[src/rtl/pattern_detect_pkg.sv]
// Shared constants and helpers for the serial pattern detector.
package pattern_detect_pkg;

    localparam int MAX_PATTERN_LEN = 16;

    // Power-up pattern and mask: all ones, sliced down to PATTERN_LEN by the user.
    localparam logic [MAX_PATTERN_LEN-1:0] DEFAULT_PATTERN = '1;
    localparam logic [MAX_PATTERN_LEN-1:0] DEFAULT_MASK    = '1;

    function automatic int fill_width(input int len);
        return $clog2(len + 1);
    endfunction

endpackage

[src/rtl/pattern_history_shift.sv]
// History shift register: newest bit enters at the LSB; exposes the value it will hold after the next shift.
// Latency: 1 cycle; no backpressure (shift_en_i qualifies each sample).
module pattern_history_shift #(
    parameter int LEN = 4
) (
    input  logic           clock,
    input  logic           reset,
    input  logic           shift_en_i,
    input  logic           clear_i,
    input  logic           din_i,
    output logic [LEN-1:0] hist_next_o
);

    logic [LEN-1:0] hist_q;
    logic [LEN-1:0] hist_d;

    assign hist_next_o = {hist_q[LEN-2:0], din_i};

    always_comb begin
        hist_d = hist_q;
        if (clear_i)
            hist_d = '0;
        else if (shift_en_i)
            hist_d = hist_next_o;
    end

    always_ff @(posedge clock or posedge reset) begin
        if (reset)
            hist_q <= '0;
        else
            hist_q <= hist_d;
    end

endmodule

[src/rtl/pattern_sequence_detector.sv]
// Serial pattern detector with per-bit don't-care mask, overlap control and saturating match counter.
// Latency: match pulses the cycle after the final pattern bit is sampled; no backpressure.
module pattern_sequence_detector
    import pattern_detect_pkg::*;
#(
    parameter int PATTERN_LEN = 4,
    parameter int COUNT_WIDTH = 8,
    parameter int FILL_WIDTH  = fill_width(PATTERN_LEN)
) (
    input  logic                   clock,
    input  logic                   reset,
    input  logic                   enable,
    input  logic                   w,
    input  logic                   load,
    input  logic [PATTERN_LEN-1:0] pattern_in,
    input  logic [PATTERN_LEN-1:0] mask_in,
    input  logic                   overlap,
    input  logic                   clear_count,
    output logic                   match,
    output logic [COUNT_WIDTH-1:0] match_count,
    output logic [FILL_WIDTH-1:0]  fill
);

    localparam logic [FILL_WIDTH-1:0]  FULL    = FILL_WIDTH'(PATTERN_LEN);
    localparam logic [COUNT_WIDTH-1:0] CNT_MAX = '1;

    logic [PATTERN_LEN-1:0] pattern_q, mask_q;
    logic [FILL_WIDTH-1:0]  fill_q, fill_d;
    logic [COUNT_WIDTH-1:0] count_q, count_d;
    logic                   match_q;
    logic [PATTERN_LEN-1:0] hist_next;
    logic [FILL_WIDTH-1:0]  fill_inc;
    logic                   sample;
    logic                   hit;

    pattern_history_shift #(
        .LEN (PATTERN_LEN)
    ) u_hist (
        .clock       (clock),
        .reset       (reset),
        .shift_en_i  (sample),
        .clear_i     (load),
        .din_i       (w),
        .hist_next_o (hist_next)
    );

    // fill encodes the state: < FULL is FILLING, == FULL is ARMED, forced to 0 on a non-overlap match.
    always_comb begin
        sample   = enable & ~load;
        fill_inc = (fill_q == FULL) ? FULL : fill_q + FILL_WIDTH'(1);
        hit      = sample && (fill_inc == FULL) &&
                   (&((hist_next ~^ pattern_q) | ~mask_q));

        fill_d = fill_q;
        if (load)
            fill_d = '0;
        else if (sample)
            fill_d = (hit && !overlap) ? '0 : fill_inc;

        count_d = count_q;
        if (clear_count)
            count_d = '0;
        else if (hit && count_q != CNT_MAX)
            count_d = count_q + COUNT_WIDTH'(1);
    end

    always_ff @(posedge clock or posedge reset) begin
        if (reset) begin
            pattern_q <= DEFAULT_PATTERN[PATTERN_LEN-1:0];
            mask_q    <= DEFAULT_MASK[PATTERN_LEN-1:0];
            fill_q    <= '0;
            count_q   <= '0;
            match_q   <= 1'b0;
        end else begin
            if (load) begin
                pattern_q <= pattern_in;
                mask_q    <= mask_in;
            end
            fill_q  <= fill_d;
            count_q <= count_d;
            match_q <= hit;
        end
    end

    assign match       = match_q;
    assign match_count = count_q;
    assign fill        = fill_q;

endmodule

[config.mk]
export PLATFORM = sky130hd
export DESIGN_NAME = pattern_sequence_detector
export DESIGN_NICKNAME = d
export VERILOG_FILES = /design/src/rtl/pattern_detect_pkg.sv /design/src/rtl/pattern_history_shift.sv /design/src/rtl/pattern_sequence_detector.sv
export SDC_FILE = /design/constraint.sdc
export NUM_CORES = 1
export LEC_CHECK = 0
export ABC_AREA = 1
export CORE_MARGIN = 1
export CORE_UTILIZATION = 51
export CTS_BUF_LIST = sky130_fd_sc_hd__clkbuf_4 sky130_fd_sc_hd__clkbuf_8
export CTS_CLUSTER_SIZE = 14
export DETAILED_ROUTE_END_ITERATION = 10
export PLACE_DENSITY = 0.84
export SYNTH_ARGS = -nofsm -noshare
export SYNTH_HDL_FRONTEND = slang
export SYNTH_SLANG_ARGS = --single-unit
[constraint.sdc]
create_clock -name clock -period 1.75 [get_ports clock]
set_input_delay 0.35 -clock clock [delete_from_list [all_inputs] [get_ports clock]]
set_output_delay 0.35 -clock clock [all_outputs]
set_load 0.01 [all_outputs]
### After elaboration in Yosys (flattened, before gate mapping)

Cells that the tools add are included.

* add/sub/neg operators: 2
* multipliers: 0
* divide/modulo/power cells: 0
* magnitude comparators: 0
* eq/ne operators: 3
* shift operators: 0
* muxes and demuxes: 8
* bitwise operators: 5
* reduce and logical (&&, ||, !) cells: 8

Operators with widths (number)
* $mux 3: 6
* $mux 8: 2
* $add 8x1->8 const B: 1
* $ne 8x8->1 const B: 1
* $eq 3x3->1 const B: 2
* $logic_and 1x1->1: 4
* $not 4->4: 1
* $or 4x4->4: 1
* $reduce_and 4->1: 1
* $reduce_bool 2->1: 2
* $xnor 4x4->4: 1
* $add 3x1->3 const B: 1
* $and 1x1->1: 1
* $logic_not 1->1: 1
* $not 1->1: 1

* register bits: 23
* latch bits: 0
* bits in writable memories: 0
* memory bits (read-only): 0
* input bits: 15
* output and inout bits: 12
* logic and storage cells: 32
* memories: 0

### Longest topological paths before layout

Gate-level depths: netlist of the first run.

* depth after elaboration: 9
* gate-level depth with buffers: 10
* mapped depth without buffers: 10

### Modules after synthesis

From an unflattened synthesis of the first run, not the netlist that was laid out.

* cell total of the unflattened synthesis: 165
* area total of the unflattened synthesis: 1277.5 µm²

Modules (own cells, without submodules)
* pattern_sequence_detector: times used 1, cells each 149, area an instance 1143.6 µm², sequential area each 510.5 µm²
* pattern_history_shift: times used 1, cells each 16, area an instance 133.9 µm², sequential area each 75.1 µm²

### Least setup slack after synthesis of the first run

Ideal clock, no wire load.

* kind: flip-flop to flip-flop
* from: register fill_q[0], in the netlist fill[0]
* to: register count_q[2], in the netlist match_count[2]
* setup time: 65 ps
* data arrival time: 1366 ps
* data required time: 1685 ps
* slack: 319 ps
* cell stages (with the launch flop): 10
* path buffers: 0
* period minus slack after synthesis: 1431 ps
* cell sequence: dfrtp_1 -> inv_1 -> ha_1 -> nand2_1 -> nand2_1 -> nor2_4 -> nand3_4 -> nand2_4 -> nand2_1 -> nand2_1

* word-level cells in the longest chain between the ends: 7
* elaborated cells between the ends (all ways): 8
* those cells by class: add/sub: 1; eq/ne: 2; mux: 1; reduce/logical: 4

Ends and longest elaborated chain
* from (decl): line pattern_sequence_detector.sv:28 `logic [FILL_WIDTH-1:0] fill_q, fill_d;`
* from (signal assigned): line pattern_sequence_detector.sv:79 `fill_q <= fill_d;`
* $add 3x1->3 / $eq 3x3->1 (equally long branches): line pattern_sequence_detector.sv:50 `fill_inc = (fill_q == FULL) ? FULL : fill_q + FILL_WIDTH'(1);`
* $mux 3 (*): line pattern_sequence_detector.sv:50
* $eq 3x3->1 (*): line pattern_sequence_detector.sv:51 `hit = sample && (fill_inc == FULL) &&`
* $logic_and 1x1->1 (*) (2 in series): line pattern_sequence_detector.sv:51
* $logic_and 1x1->1 (*): line pattern_sequence_detector.sv:63 `else if (hit && count_q != CNT_MAX)`
* $reduce_bool 2->1 (no line) (*)
* to (signal assigned): line pattern_sequence_detector.sv:80 `count_q <= count_d;`
* to (decl): line pattern_sequence_detector.sv:29 `logic [COUNT_WIDTH-1:0] count_q, count_d;`

Mark *: on every way between the ends. The rest lies on a longest branch, timed or not.
A chain may end at the register's enable or synchronous reset.

### Worst setup path in the final report of the first run

* from: register count_q[0], in the netlist match_count[0]
* to: output port match_count[0]

RTL lines
* to (decl): line pattern_sequence_detector.sv:20 `output logic [COUNT_WIDTH-1:0] match_count,`

No word-level cell between the ends.

==> summary.txt, run 1 <==
Timing
  • Tightest Pin Transition: 284 ps
  • Setup Viol. Count Final: 0
  • Final slew viol count: 0
  • Final hold vios: 0
  • Worst setup margin: 73.2 ps
  • RSZ-0062 raised after global routing: false
  • Total negative slack: 0 ps
  • Minimum clock period: 1680 ps
  • Fmax: 596 MHz
  • Final period utilization: 95.8%
  • Skew final: 10.7 ps
  • Slew headroom: 81.1%

Worst setup path
  • WP buf/inv: 1
  • Crit Path Category: flip-flop to output port
  • CP max stage cell: clkdlybuf4s50_1
  • Crit-path max cell delay: 570 ps
  • Critical path launch point type: flip-flop
  • CP arrival: 1330 ps
  • Required time of the critical path: 1400 ps
  • Crit path cell chain: clkdlybuf4s50_1
  • Setup crit end kind: output port
  • CP Max Fanout: 5
  • Largest delay share family, worst path: buffers and inverters

Placed design
  • DP Area: 1520 sq um
  • # port buffers: 26
  • Hpwl dp: 1.90 mm
  • GP Congestion: 0.889
  • Place WS: 25.4 ps

Clock tree
  • Hold buffers post-CTS: 0
  • Reg clk slew, reported paths: 130 ps
  • Clk sink count: 23
  • Total CTS buffers: 3
  • Clock Tree Root: clkbuf_4
  • Setup repair bufs after CTS: 0
  • Clk buf depth: 2
  • Post-CTS sizing: 0
  • Latest clock arrival within the worst-skew pair: 310 ps
  • Max H-tree Level: 1
  • TritonCTS clock tree: built

Synth
  • Post-synth EDFFs: 0
  • Most common cell in the netlist: nand2_1
  • Avg Cell Area, Syn: 8.33 sq um
  • Top cells by count, synth: 42 x nand2_1, 18 x inv_1, 16 x nand3_1
  • YS warnings: 0
  • Synth Flop Type: dfrtp_1
  • Cell area after synthesis: 1220 sq um
  • Syn Nets: 164
  • Flops & latches, synth: 23
  • Synth top area cells: dfrtp_1 31%, dfstp_2 17%, nand2_1 13%
  • Post-synthesis cell count: 146
  • Synth unique cells: 23
  • Register area share after synthesis: 48.1%
  • Post-synth top area cell: dfrtp_1
  • Post-synth top area share: 30.9%
  • Share of synthesized registers carrying an async set or reset: 100%

Route
  • Met2 Routed Length: 1.16 mm
  • Routed len/inst: 11.6 um
  • Vias/cell: 5.04
  • Met3 wire length: 105 um
  • WL met1: 1.09 mm
  • Total wire length: 2.39 mm
  • Drt first-iter violations: 23
  • Vias: 1033
  • First-pass DRT Iterations: 4
  • Max Used Layer: met4
  • DRC: 0
  • Routed Antenna Nets: 0

Layout
  • Antenna Cells: 0
  • Area Growth Syn to Fin: 27.8%
  • Layout cells sized above 1: 16.9%
  • Layout Nets: 196
  • Design Area, Final: 1550 sq um

Floorplanning
  • Core Footprint: 2230 sq um
  • Die height: 50.8 um
  • Row cnt: 17
  • Top Ports: 27
  • Initial Util: 54.5%
  • Die W: 50.8 um
  • Die area: 2580 sq um

Power
  • PwrDens: 670 nW/um^2
  • Leakage: 0.734 nW
  • VDD IR max: 0.401 mV

Flow run
  • Max Cap Viol: 0

Global routing
  • First-pass GRT wire length: 4.21 mm
  • Vias in the first global route: 1056
  • Initial antenna violation count: 0
  • Largest net degree at the start of global routing: 24
  • Global route total overflow: 0
  • GR Util All Layers: 21.7%

Outcome
  • Status: finished, final reports clean

Min path
  • Hold Crit Class: input pin to asynchronous set/reset pin
[final cells by class]
class                           instances  area [sq um]
Clock buffer                            3          22.5
Clock inverter                          1          5.00
Fill cell                             182           679
Inverter                               21          78.8
Multi-Input combinational cell        100           542
Sequential cell                        23           588
Tap cell                               28          35.0
Timing Repair Buffer                   29           283
[flip-flops by register name, indices dropped and copies added, names as in the netlist]
signal         flops
fill               3
mask_q             4
match              1
match_count        8
pattern_q          4
u_hist.hist_q      3
[cell usage in the layout (no fill, tap or decap), types with 4 or more instances in the layout]
cell type	instances
clkdlybuf4s50_1	26
dfrtp_1	13
dfstp_2	8
inv_1	18
mux2_2	4
nand2_1	42
nand3_1	16
nor2_1	11
o21ai_0	4
o22ai_1	5
xor2_1	4
[cells by family after synthesis]
family                   Yosys count  share of synthesized area, %
flip-flops                        23                          48.1
multiplexers                       4                          3.70
XOR/XNOR                           4                          2.88
AND/OR/NAND/NOR                   79                          30.0
buffers and inverters             23                          7.30
adder cells (fa/ha/maj)            3                          3.09
AO/OA/AOI/OAI                     10                          4.84
[layer usage]
| layer | GRT usage [%] | vias up |
|---|---|---|
| met4 | 9.72 | 0 |
| met1 | 27.1 | 484 |
| li1 | - | 524 |
| met3 | 3.27 | 2 |
| met2 | 37.1 | 23 |
| met5 | 0 | - |
[where the power goes]
group	switching [mW]	internal (mW)
combinational	0.0959	0.0968
clock	0.159	0.0854
sequential	0.0272	0.577
total	0.282	0.759
[final timing paths]
kind	cells after the start	end	slack [ps]	from
min	3	u_hist.hist_q[1]	350	reset
max reg2reg	10	match_count[7]	210	fill[0]
min reg2reg	2	pattern_q[0]	510	pattern_q[0]
max	1	match_count[0]	70	match_count[0]
min in group clock	2	pattern_q[0]	510	pattern_q[0]
max in group asynchronous	3	pattern_q[1]	1130	reset
[metrics by stage]
stage	utilization [%]	std cells	total power, mW	hold slack, ps
after detailed placement	68.2	201	0.808	497
final	69.6	205	1.04	350
after global routing	69.6	205	1.09	390
after CTS	69.5	205	1.05	351
after floorplan	-	146	0.717	346
after global placement	68.2	201	0.798	482
No activity file was read; power rests on OpenSTA's default activity.
==> run 2, diff against run 1 <==
--- a/config.mk
+++ b/config.mk
@@ -11,7 +11,7 @@
 export CTS_BUF_LIST = sky130_fd_sc_hd__clkbuf_4 sky130_fd_sc_hd__clkbuf_8
 export CTS_CLUSTER_SIZE = 14
 export DETAILED_ROUTE_END_ITERATION = 10
-export PLACE_DENSITY = 0.84
+export PLACE_DENSITY = 0.81
 export SYNTH_ARGS = -nofsm -noshare
 export SYNTH_HDL_FRONTEND = slang
 export SYNTH_SLANG_ARGS = --single-unit
==> summary.txt, run 2 (synthesized netlist as in run 1, its figures left out) <==
Floorplanning
  • Core Footprint: 2230 sq um (unchanged)
  • Initial Util: 54.5% (unchanged)
  • Row cnt: 17 (unchanged)
  • Die W: 50.8 um (unchanged)
  • Die area: 2580 sq um (unchanged)
  • Die height: 50.8 um (unchanged)
  • Top Ports: 27 (unchanged)

Worst setup path
  • Worst setup startpoint: match_count[6]
  • Crit-path max cell delay: 580 ps (about the same)
  • WP buf/inv: 1 (unchanged)
  • Worst reg-to-reg path cell count: 8 (-2)
  • CP arrival: 1360 ps (+30 ps)
  • Required time of the critical path: 1400 ps (about the same)
  • Setup crit end kind: output port
  • CP Max Fanout: 6 (+1)
  • Reg2reg end: match_count[2]
  • Critical path launch point type: flip-flop
  • Largest delay share family, worst path: buffers and inverters
  • CP max stage cell: clkdlybuf4s50_1
  • Critical R2R Launch: fill[0]
  • Crit Path Category: flip-flop to output port
  • R2r setup slk: 180 ps (-30 ps)
  • Crit path cell chain: clkdlybuf4s50_1

Timing
  • Total negative slack: 0 ps (unchanged)
  • Minimum clock period: 1710 ps (+29.9 ps)
  • Final slew viol count: 0 (unchanged)
  • Setup Viol. Count Final: 0 (unchanged)
  • Slew headroom: 80.6% (-0.52 points)
  • Tightest Pin Transition: 291 ps (+7.73 ps)
  • RSZ-0062 raised after global routing: false
  • Final period utilization: 97.5% (+1.7 points)
  • Fmax: 586 MHz (-1.8%)
  • Skew final: 3.67 ps (-7.08 ps)
  • Final hold vios: 0 (unchanged)

Route
  • Routed len/inst: 12.5 um (+7.3%)
  • First-pass DRT Iterations: 4 (unchanged)
  • Routed Antenna Nets: 0 (unchanged)
  • Drt first-iter violations: 30 (+30%)
  • Vias/cell: 5.13 (+1.8%)
  • Vias: 1052 (+1.8%)
  • DRC: 0 (unchanged)
  • Total wire length: 2.56 mm (+7.3%)

Layout
  • Commonest non-fill, non-tap cell in the layout: nand2_1
  • Multi-input logic area: 542 sq um (unchanged)
  • Layout cells sized above 1: 16.9% (unchanged)
  • Layout Nets: 196 (unchanged)
  • Area Growth Syn to Fin: 27.9% (about the same)
  • Largest register FFs: 8 (unchanged)
  • Most frequent cells in the layout: 42 x nand2_1, 26 x clkdlybuf4s50_1, 17 x inv_1, 16 x nand3_1, 14 x dfrtp_1
  • Register area: 587 sq um (-0.21%)
  • Antenna Cells: 0 (unchanged)
  • Fillers: 178 (-2.2%)

Clock tree
  • Latest clock arrival within the worst-skew pair: 310 ps (about the same)
  • Total CTS buffers: 3 (unchanged)
  • Reg clk slew, reported paths: 120 ps (about the same)
  • TritonCTS clock tree: built
  • Clock Tree Root: clkbuf_4
  • Clk sink count: 23 (unchanged)
  • Max H-tree Level: 1 (unchanged)
  • Clk buf depth: 2 (unchanged)

Power
  • Clock network power share: 24.6% (+1.2 points)
  • PwrDens: 682 nW/um^2 (+1.8%)
  • Total power: 1.06 mW (+1.9%)
  • Power Internal: 779 uW (+2.6%)
  • VDD IR max: 0.437 mV (+9.1%)
  • Switching fraction of total power: 26.6% (-0.44 points)
  • Net switching power: 282 uW (+0.25%)
  • Leakage: 0.736 nW (+0.32%)
  • Reg power frac: 57.0% (-1.0 points)
  • Gate power share: 18.3% (-0.2 points)

Global routing
  • M1 GR Usage: 26.8% (-0.26 points)
  • Grt met3 use: 2.68% (-0.60 points)
  • GR Util All Layers: 22.1% (+0.38 points)
  • First-pass GRT wire length: 4.18 mm (-0.67%)
  • Global routing's busiest layer: met2
  • Global route total overflow: 0 (unchanged)
  • Met2 usage: 39.8% (+2.7 points)
  • Vias in the first global route: 1013 (-4.1%)
  • Largest net degree at the start of global routing: 24 (unchanged)
  • Initial antenna violation count: 0 (unchanged)

Flow run
  • Max Cap Viol: 0 (unchanged)

Placed design
  • GP Congestion: 0.874 (-1.7%)
  • Hpwl dp: 1.92 mm (+1.1%)
  • # port buffers: 26 (unchanged)

Outcome
  • Status: finished, final reports clean

Min path
  • Hold Crit Class: input pin to asynchronous set/reset pin
==> run 2: cell types whose count changed in the layout (fill, tap and decap cells not counted) <==
| cell | change |
|---|---|
| clkbuf_4 | +1 |
| clkinv_2 | -1 |
| dfrtp_1 | +1 |
| dfrtp_2 | -1 |
| inv_1 | -1 |
| inv_2 | +1 |
==> run 2: what timing repair did <==
| item | in CTS | in global routing |
|---|---|---|
| setup endpoints to repair | 0 | 2 |
| resized for setup | 0 | 2 |
| buffers inserted | 0 | 0 |
| hold buffers | 0 | 0 |
==> run 2: layer usage <==
metal / vias to the layer above / routed length, um
li1: 526 / -
met1: 492 / 1140
met2: 30 / 1300
met3: 4 / 97
met4: 0 / 29
met5: - / 0
==> run 2: how the worst max path moves through the flow <==
| stage | to | depth (start not counted) |
|---|---|---|
| floorplan | match_count[2] | 9 |
| global placement | match_count[7] | 9 |
| detailed placement | match_count[2] | 9 |
| CTS | match_count[2] | 1 |
| global route | match_count[6] | 1 |
| finish | match_count[6] | 1 |
==> run 2: stage by stage <==
stage	cell area [sq um]	setup slack, ps	utilization, %	instances	hold slack (ps)
floorplan	1220	319	-	146	346
global placement	1520	55.5	68.2	201	482
detailed placement	1520	11.4	68.2	201	504
CTS	1550	22.9	69.6	205	369
global route	1560	6.40	69.6	205	386
finish	1560	43.2	69.6	205	370
==> run 2: power by group through the flow <==
stage | sequential, mW | clock, mW | combinational, mW
after floorplan | 0.612 | 0 | 0.104
after global placement | 0.611 | 0 | 0.188
after detailed placement | 0.614 | 0 | 0.195
after CTS | 0.604 | 0.269 | 0.196
after global routing | 0.610 | 0.284 | 0.217
final | 0.605 | 0.261 | 0.195
==> run 2: tightest hold or removal path: cells and delay by family <==
family / cells / cell delay, ps
buffers and inverters: 3 / 730
==> run 2: cell type report <==
cell class | instances | area share [%]
clock buffer | 4 | 1.93
inverter | 21 | 5.07
multi-input combinational | 100 | 34.8
sequential | 23 | 37.7
tap | 28 | 2.25
timing repair buffer | 29 | 18.2
==> run 3, diff against run 2 <==
--- a/config.mk
+++ b/config.mk
@@ -11,7 +11,7 @@
 export CTS_BUF_LIST = sky130_fd_sc_hd__clkbuf_4 sky130_fd_sc_hd__clkbuf_8
 export CTS_CLUSTER_SIZE = 14
 export DETAILED_ROUTE_END_ITERATION = 10
-export PLACE_DENSITY = 0.81
+export PLACE_DENSITY = 0.77
 export SYNTH_ARGS = -nofsm -noshare
 export SYNTH_HDL_FRONTEND = slang
 export SYNTH_SLANG_ARGS = --single-unit
==> summary.txt, run 3 (synthesized netlist as in run 1, its figures left out) <==
Power
  • Leakage: 0.736 nW (unchanged)
  • VDD IR max: 0.442 mV (+1.2%)
  • PwrDens: 672 nW/um^2 (-1.5%)

Layout
  • Layout Nets: 196 (unchanged)
  • Commonest non-fill, non-tap cell in the layout: nand2_1
  • Area Growth Syn to Fin: 27.9% (unchanged)
  • Register area: 587 sq um (unchanged)
  • Largest register FFs: 8 (unchanged)
  • Most frequent cells in the layout: 42 x nand2_1, 26 x clkdlybuf4s50_1, 18 x inv_1, 16 x nand3_1, 14 x dfrtp_1
  • Core Util, Final: 69.6% (unchanged)
  • Multi-input logic area: 542 sq um (unchanged)
  • Antenna Cells: 0 (unchanged)
  • Layout cells sized above 1: 16.4% (-0.56 points)
  • Fillers: 182 (+2.2%)

Route
  • Total wire length: 2.40 mm (-6.3%)
  • Routed len/inst: 11.7 um (-6.3%)
  • Drt first-iter violations: 25 (-17%)
  • Vias/cell: 4.94 (-3.7%)
  • First-pass DRT Iterations: 4 (unchanged)
  • Routed Antenna Nets: 0 (unchanged)
  • Vias: 1013 (-3.7%)
  • DRC: 0 (unchanged)

Worst setup path
  • Required time of the critical path: 1400 ps (about the same)
  • Worst setup startpoint: match_count[3]
  • Crit path cell chain: clkdlybuf4s50_1
  • Critical R2R Launch: fill[0]
  • CP Max Fanout: 5 (-1)
  • Crit Path Category: flip-flop to output port
  • CP arrival: 1330 ps (-30 ps)
  • Crit-path max cell delay: 570 ps (about the same)
  • Critical path launch point type: flip-flop
  • Largest delay share family, worst path: buffers and inverters
  • WP buf/inv: 1 (unchanged)
  • CP max stage cell: clkdlybuf4s50_1
  • Setup crit end kind: output port

Timing
  • Fmax: 597 MHz (+1.9%)
  • Skew final: 2.35 ps (-1.31 ps)
  • Final slew viol count: 0 (unchanged)
  • Minimum clock period: 1680 ps (-31.6 ps)
  • Final period utilization: 95.7% (-1.8 points)
  • Worst setup margin: 74.9 ps (+31.6 ps)
  • Tightest Pin Transition: 285 ps (-6.45 ps)
  • Slew headroom: 81.0% (+0.43 points)
  • Setup Viol. Count Final: 0 (unchanged)
  • Final hold vios: 0 (unchanged)
  • Total negative slack: 0 ps (unchanged)
  • RSZ-0062 raised after global routing: false

Floorplanning
  • Initial Util: 54.5% (unchanged)
  • Die height: 50.8 um (unchanged)
  • Top Ports: 27 (unchanged)
  • Die W: 50.8 um (unchanged)
  • Die area: 2580 sq um (unchanged)
  • Core Footprint: 2230 sq um (unchanged)
  • Row cnt: 17 (unchanged)

Outcome
  • Status: finished, final reports clean

Clock tree
  • Total CTS buffers: 3 (unchanged)
  • Hold buffers post-CTS: 0 (unchanged)
  • TritonCTS clock tree: built
  • Max H-tree Level: 1 (unchanged)
  • Clock Tree Root: clkbuf_4
  • Clk sink count: 23 (unchanged)
  • Clk buf depth: 2 (unchanged)
  • Latest clock arrival within the worst-skew pair: 300 ps (about the same)
  • Reg clk slew, reported paths: 120 ps (about the same)
  • Post-CTS sizing: 0 (unchanged)
  • Setup repair bufs after CTS: 0 (unchanged)

Placed design
  • Place WS: 30.2 ps (+18.8 ps)
  • GP Congestion: 0.860 (-1.6%)
  • # port buffers: 26 (unchanged)
  • Hpwl dp: 1.80 mm (-6.3%)

Global routing
  • First-pass GRT wire length: 4.35 mm (+4.1%)
  • GR Util All Layers: 22.7% (+0.61 points)
  • Global route total overflow: 0 (unchanged)
  • Vias in the first global route: 1025 (+1.2%)
  • Largest net degree at the start of global routing: 24 (unchanged)
  • Initial antenna violation count: 0 (unchanged)

Min path
  • Hold Crit Class: input pin to asynchronous set/reset pin

Flow run
  • Max Cap Viol: 0 (unchanged)
## run 3: cell count changes in the layout (fill, tap and decap cells not counted)
cell	change
inv_2	-1
inv_1	+1
## run 3: power breakdown
part | internal (mW) | switching [mW] | total (mW)
clock | 0.104 | 0.147 | 0.251
sequential | 0.577 | 0.0250 | 0.602
combinational | 0.0967 | 0.0952 | 0.192
## run 3: layer usage
layer	GRT usage, %	up-vias	part of all wire, %
met5	0	-	0
met4	9.26	0	1.5
met3	2.68	4	3.0
met2	36.7	22	46
met1	31.1	458	49
li1	-	529	-
## run 3: path summary, 6_finish.rpt
check / endpoint / slack (ps) / depth (start not counted)
max: match_count[3] / 70 / 1
min reg2reg: pattern_q[3] / 500 / 2
min in group clock: pattern_q[3] / 500 / 2
min: match_count[7] / 370 / 3
max reg2reg: match_count[0] / 200 / 10
max in group asynchronous: mask_q[3] / 1090 / 3
## run 3: final cells by class
cell class | count | share of cell area [%]
flip-flops and latches | 23 | 37.7
multi-input cells | 100 | 34.8
well taps | 28 | 2.25
inverters | 21 | 5.07
repair buffers | 29 | 18.2
clock buffers | 4 | 1.93
## run 3: metrics by stage
step | hold slack [ps] | instances | cell area [sq um] | power (mW)
floorplan | 346 | 146 | 1220 | 0.717
detailed placement | 487 | 201 | 1520 | 0.805
CTS | 382 | 205 | 1550 | 1.06
global route | 400 | 205 | 1560 | 1.11
global placement | 482 | 201 | 1520 | 0.799
finish | 375 | 205 | 1560 | 1.05
